## config.mk

```make
export PLATFORM = sky130hd
export DESIGN_NAME = alu_op_sequencer
export DESIGN_NICKNAME = d
export VERILOG_FILES = /design/src/rtl/alu_op_sequencer.sv
export SDC_FILE = /design/constraint.sdc
export NUM_CORES = 1
export LEC_CHECK = 0
export ABC_AREA = 1
export BUFFER_PORTS_ARGS = -buffer_cell sky130_fd_sc_hd__buf_4
export CAP_MARGIN = 20
export CORE_MARGIN = 1.5
export CORE_UTILIZATION = 30
export CTS_CLUSTER_DIAMETER = 40
export DETAILED_ROUTE_END_ITERATION = 6
export GPL_TIMING_DRIVEN = 1
export PLACE_DENSITY = 0.77
export SETUP_SLACK_MARGIN = 0.02
export SYNTH_ARGS = -nofsm -noshare
export SYNTH_HDL_FRONTEND = slang
export SYNTH_SLANG_ARGS = --single-unit
```

## constraint.sdc

```tcl
create_clock -name Clock -period 2.5 [get_ports Clock]
set_clock_uncertainty 0.1 [all_clocks]
set_input_delay 0.5 -clock Clock [delete_from_list [all_inputs] [get_ports Clock]]
set_output_delay 0.5 -clock Clock [all_outputs]
set_load 0.05 [all_outputs]
```

## src/rtl/alu_op_sequencer.sv

```systemverilog
// Control sequencer for one fetch/decode/execute pass of a register-to-register ALU instruction.
// Optional MUL/DIV support (two-cycle LO/HI result write-back) is enabled by defining ALU_SEQ_MULDIV_EN.
module alu_op_sequencer #(
  parameter int DATA_W   = 32,
  parameter int NUM_REGS = 16,
  parameter int OPC_W    = 5
) (
  input  logic                Clock,
  input  logic                clear,
  input  logic                start,
  input  logic                mem_ready,
  input  logic [DATA_W-1:0]   ir_data,
  output logic                pc_out,
  output logic                zlow_out,
  output logic                zhigh_out,
  output logic                mdr_out,
  output logic                mar_in,
  output logic                pc_in,
  output logic                mdr_in,
  output logic                ir_in,
  output logic                y_in,
  output logic                z_in,
  output logic                lo_in,
  output logic                hi_in,
  output logic                inc_pc,
  output logic                read,
  output logic [NUM_REGS-1:0] reg_out,
  output logic [NUM_REGS-1:0] reg_in,
  output logic [OPC_W-1:0]    alu_op,
  output logic                busy,
  output logic                done,
  output logic                illegal_op
);

  localparam int RSEL_W = $clog2(NUM_REGS);
  localparam int LOW_W  = DATA_W - OPC_W - 3 * RSEL_W;

`ifdef ALU_SEQ_MULDIV_EN
  typedef enum logic [2:0] {IDLE, T0, T1, T2, T3, T4, T5, T6} state_t;
`else
  typedef enum logic [2:0] {IDLE, T0, T1, T2, T3, T4, T5} state_t;
`endif

  state_t state_reg, state_next;
  logic   t1_wait_reg;

  logic [OPC_W-1:0]    opcode;
  logic [RSEL_W-1:0]   ra, rb, rc;
  logic [NUM_REGS-1:0] ra_hot, rb_hot, rc_hot;
  logic                is_muldiv, legal;

  assign opcode = ir_data[DATA_W-1 -: OPC_W];
  assign ra     = ir_data[DATA_W-OPC_W-1 -: RSEL_W];
  assign rb     = ir_data[DATA_W-OPC_W-RSEL_W-1 -: RSEL_W];
  assign rc     = ir_data[DATA_W-OPC_W-2*RSEL_W-1 -: RSEL_W];

  generate
    for (genvar gi = 0; gi < NUM_REGS; gi++) begin : g_sel
      assign ra_hot[gi] = (ra == RSEL_W'(gi));
      assign rb_hot[gi] = (rb == RSEL_W'(gi));
      assign rc_hot[gi] = (rc == RSEL_W'(gi));
    end
    if (LOW_W > 0) begin : g_unused
      logic unused_low;
      assign unused_low = ^ir_data[LOW_W-1:0];
    end
  endgenerate

`ifdef ALU_SEQ_MULDIV_EN
  assign is_muldiv = (opcode == OPC_W'(5'b01111)) || (opcode == OPC_W'(5'b10000));
`else
  assign is_muldiv = 1'b0;
`endif
  assign legal = ((opcode >= OPC_W'(5'b00011)) && (opcode <= OPC_W'(5'b01010))) || is_muldiv;

  always_ff @(posedge Clock or posedge clear) begin
    if (clear) begin
      state_reg   <= IDLE;
      t1_wait_reg <= 1'b0;
    end else begin
      state_reg   <= state_next;
      // Marks T1 cycles after the first, so pc_in is strobed only once per fetch.
      t1_wait_reg <= (state_reg == T1);
    end
  end

  always_comb begin
    state_next = state_reg;
    pc_out     = 1'b0;
    zlow_out   = 1'b0;
    zhigh_out  = 1'b0;
    mdr_out    = 1'b0;
    mar_in     = 1'b0;
    pc_in      = 1'b0;
    mdr_in     = 1'b0;
    ir_in      = 1'b0;
    y_in       = 1'b0;
    z_in       = 1'b0;
    lo_in      = 1'b0;
    hi_in      = 1'b0;
    inc_pc     = 1'b0;
    read       = 1'b0;
    reg_out    = '0;
    reg_in     = '0;
    alu_op     = '0;
    done       = 1'b0;
    illegal_op = 1'b0;
    busy       = (state_reg != IDLE);
    case (state_reg)
      IDLE: if (start) state_next = T0;
      T0: begin
        pc_out     = 1'b1;
        mar_in     = 1'b1;
        inc_pc     = 1'b1;
        z_in       = 1'b1;
        state_next = T1;
      end
      T1: begin
        zlow_out = 1'b1;
        pc_in    = !t1_wait_reg;
        read     = 1'b1;
        mdr_in   = 1'b1;
        if (mem_ready) state_next = T2;
      end
      T2: begin
        mdr_out    = 1'b1;
        ir_in      = 1'b1;
        state_next = T3;
      end
      T3: begin
        if (legal) begin
          reg_out    = rb_hot;
          y_in       = 1'b1;
          state_next = T4;
        end else begin
          illegal_op = 1'b1;
          state_next = IDLE;
        end
      end
      T4: begin
        reg_out    = rc_hot;
        z_in       = 1'b1;
        alu_op     = opcode;
        state_next = T5;
      end
      T5: begin
        zlow_out = 1'b1;
        if (is_muldiv) begin
          lo_in      = 1'b1;
`ifdef ALU_SEQ_MULDIV_EN
          state_next = T6;
`else
          state_next = IDLE;
`endif
        end else begin
          reg_in     = ra_hot;
          done       = 1'b1;
          state_next = IDLE;
        end
      end
`ifdef ALU_SEQ_MULDIV_EN
      T6: begin
        zhigh_out  = 1'b1;
        hi_in      = 1'b1;
        done       = 1'b1;
        state_next = IDLE;
      end
`endif
      default: state_next = IDLE;
    endcase
  end

endmodule

```

==> summary.md <==
| Metric | Value |
|---|---|
| Status | completed |
| Fmax | roughly 430 MHz |
| Placer Congestion | just over 0.8 |
| Cells after Synth | 159 |
| Largest cells by area after synthesis | nand2_1, nor2_1, dfrtp_1 |
| Worst-path maximum fanout | 18 |
| Reg2reg end | state_reg[0]$_DFFE_PP0P_ |
| Row count | 19 |
| Drc violations | 0 |
| Worst setup EP type | primary output |
| Fin Hold WS | just over 0.04 ns |
| Initial antenna violation count | 0 |
| Synthesized area per cell | about 5.4 sq um |
| Clock root buffer | clkbuf_4 |
| NumNets Final | about 270 |
| Drt total wl | around 2500 um |
| Crit share post-route | between 90% and 100% |
| Most frequent cells in the layout | buf_4, nand2_1, nor2_1 |
| Unrepaired setup endpoints after global routing | false |
| Post-synth top area cell | nand2_1 |
| Post-CTS Setup Repair Bufs | 0 |
| Most frequent CP cell | buf_4 |
| # diodes | 0 |
| Static leakage | roughly 0.81 nW |
| Die area | 3204 sq um |
| Core area | about 2700 sq um |
| Startpoint Class | input pin |
| Cts bufs inserted | 3 |
| Total clock sinks | 4 |
| CTS tree | built |
| Final non-filler cell total | about 260 |
| Fin Setup TNS | 0 ns |
| Global-route wire length before repair | around 4000 um |
| Critical path class | input pin to primary output |
| CTS H-tree lvls | 1 |
| Worst reg2reg path startpoint | state_reg[2]$_DFFE_PP0P_ |
| Max FFs per register | 3 |
| Pre-CTS setup slack | 0.1269 ns |
| Slew Limit Fails | 0 |
| Antenna-violating nets left | 0 |
| Routed WL per cell | just under 10 um |
| Die height | approximately 57 um |
| Iteration-0 DRC Markers | 55 |
| Total GRT Usage | 15.46% |
| Area grow syn2layout | 65.02% |
| Clock Path Buffers | 2 |
| Worst Path Required | about 1.9 ns |
| Largest net degree at the start of global routing | 19 |
| DP HPWL | ~2100 um |
| Crit path cell chain | buf_4 -> inv_1 -> a21oi_1 -> nor2_1 -> nand2_4 -> o21ai_0 -> buf_4 |
| Yosys reg bits | 4 |
| Initial Utilization | a little under a third |
| Detailed Routing Iterations Pass 1 | 4 |
| Chip width | roughly 57 um |
| Placed insts | around 260 |
| Fraction of layout cells with a size suffix above 1 | between 40 and 50% |
| Worst hold-check path type | input pin to asynchronous set/reset pin |
| Io pins | 90 |
| PD cells | 732.4 nW/um^2 |
| Util after Layout | 52.04% |
| GRT Residual Overflow | 0 |
| Via count | 1,157 |
| Period minus WS final | between 2 and 2.5 ns |
| Final worst setup slack | about 0.20 ns |
| Final setup viols | 0 |
| CP max stage cell | nor2_1 |
| Max cap viols | 0 |
| R2R Setup Slk | ~1.2 ns |
| VDD IR-drop max | around 760 uV |
| Part of the Yosys area used for sequential elements | 11.61% |
| Mapped Area | between 800 and 900 sq um |
| Vias in the first global route | 960 |
| FF-to-FF path depth | 4 |
| Ys Warns | 0 |
| Final Hold Violating Endpoints | 0 |
| Commonest non-fill, non-tap cell in the layout | buf_4 |
| WP data arrival | approximately 1.7 ns |
| Max stage delay on crit path | 0.26 ns |
| Top-area cell type share of the netlist area | between 15 and 20% |
| Number of I/O port buffers | around 70 |
| Fillcell total | just under 300 |
| Vias per cell | between 4 and 5 |
| Design Area, Final | 1423 sq um |
| Clk_lat worst skew | 0.24 ns |
| CTS clock-pin slew for the worst setup and hold paths | about 0.040 ns |
| Cell Area, Placed | between 1000 and 1500 sq um |
| Overall Power | 1.042 mW |
| Cell variety after synth | 21 |
## where the power goes
part	switching [mW]	leakage (nW)	internal [mW]
sequential	0.0478	0.0508	0.0943
clock	0.0278	0.0138	0.0538
combinational	0.599	0.746	0.219
total	0.675	0.810	0.367
## timing repair
action                     in CTS  in global routing
hold buffers                    0                  0
setup endpoints to repair       0                  5
gates resized for setup         0                  1
## area by class of cell
type	count	area (sq um)	area share (%)
clock buffers	3	22.52	1.583
inverters	28	105.1	7.388
multi-input cells	121	623.1	43.80
flip-flops and latches	4	100.1	7.036
well taps	31	38.79	2.726
repair buffers	71	533.0	37.47
## Yosys cell counts
cell type	n
nor3_4	2
nand3_1	13
a21oi_2	1
nand2_2	1
nor2_1	37
o21ai_0	7
nand2_4	1
inv_2	3
conb_1	1
inv_1	25
nand2_1	39
o22ai_1	1
dfrtp_1	4
buf_4	7
buf_6	1
a21oi_1	1
nand4_1	1
nor2_4	4
o21ai_2	8
nand3b_1	1
nor3_1	1
## layer usage
layer | share of wire [%] | global-route usage (%)
met1 | 42 | 18.03
met2 | 46 | 27.24
met3 | 8.6 | 2.304
met4 | 2.5 | 7.483
met5 | 0 | 0
## how the worst max path moves through the flow
stage / start / depth (start not counted) / slack (ns) / to
floorplan: ir_data[28] / 6 / -0.16 / reg_out[10]
global placement: ir_data[28] / 7 / 0.12 / reg_out[5]
detailed placement: ir_data[29] / 7 / 0.13 / reg_out[5]
CTS: ir_data[29] / 7 / 0.11 / reg_out[5]
global route: state_reg[2]$_DFFE_PP0P_ / 5 / 0.08 / reg_out[5]
finish: ir_data[29] / 7 / 0.20 / reg_out[5]
## logic make-up (layout without fill, tap and decap cells)
family	after synthesis	after routing	synth area share (%)
AOI/OAI and AO/OA	18	18	14.51
buffers and inverters	36	102	19.59
DFF	4	4	11.61
other	1	3	0.4350
and+or+nand+nor	100	100	53.85
## worst max-delay path: cells and delay by family
| kind | cells | cell delay (ns) |
|---|---|---|
| simple gates | 2 | 0.47 |
| buf+inv | 3 | 0.42 |
| compound gates | 2 | 0.31 |
Power figures use the tool's default switching activity.
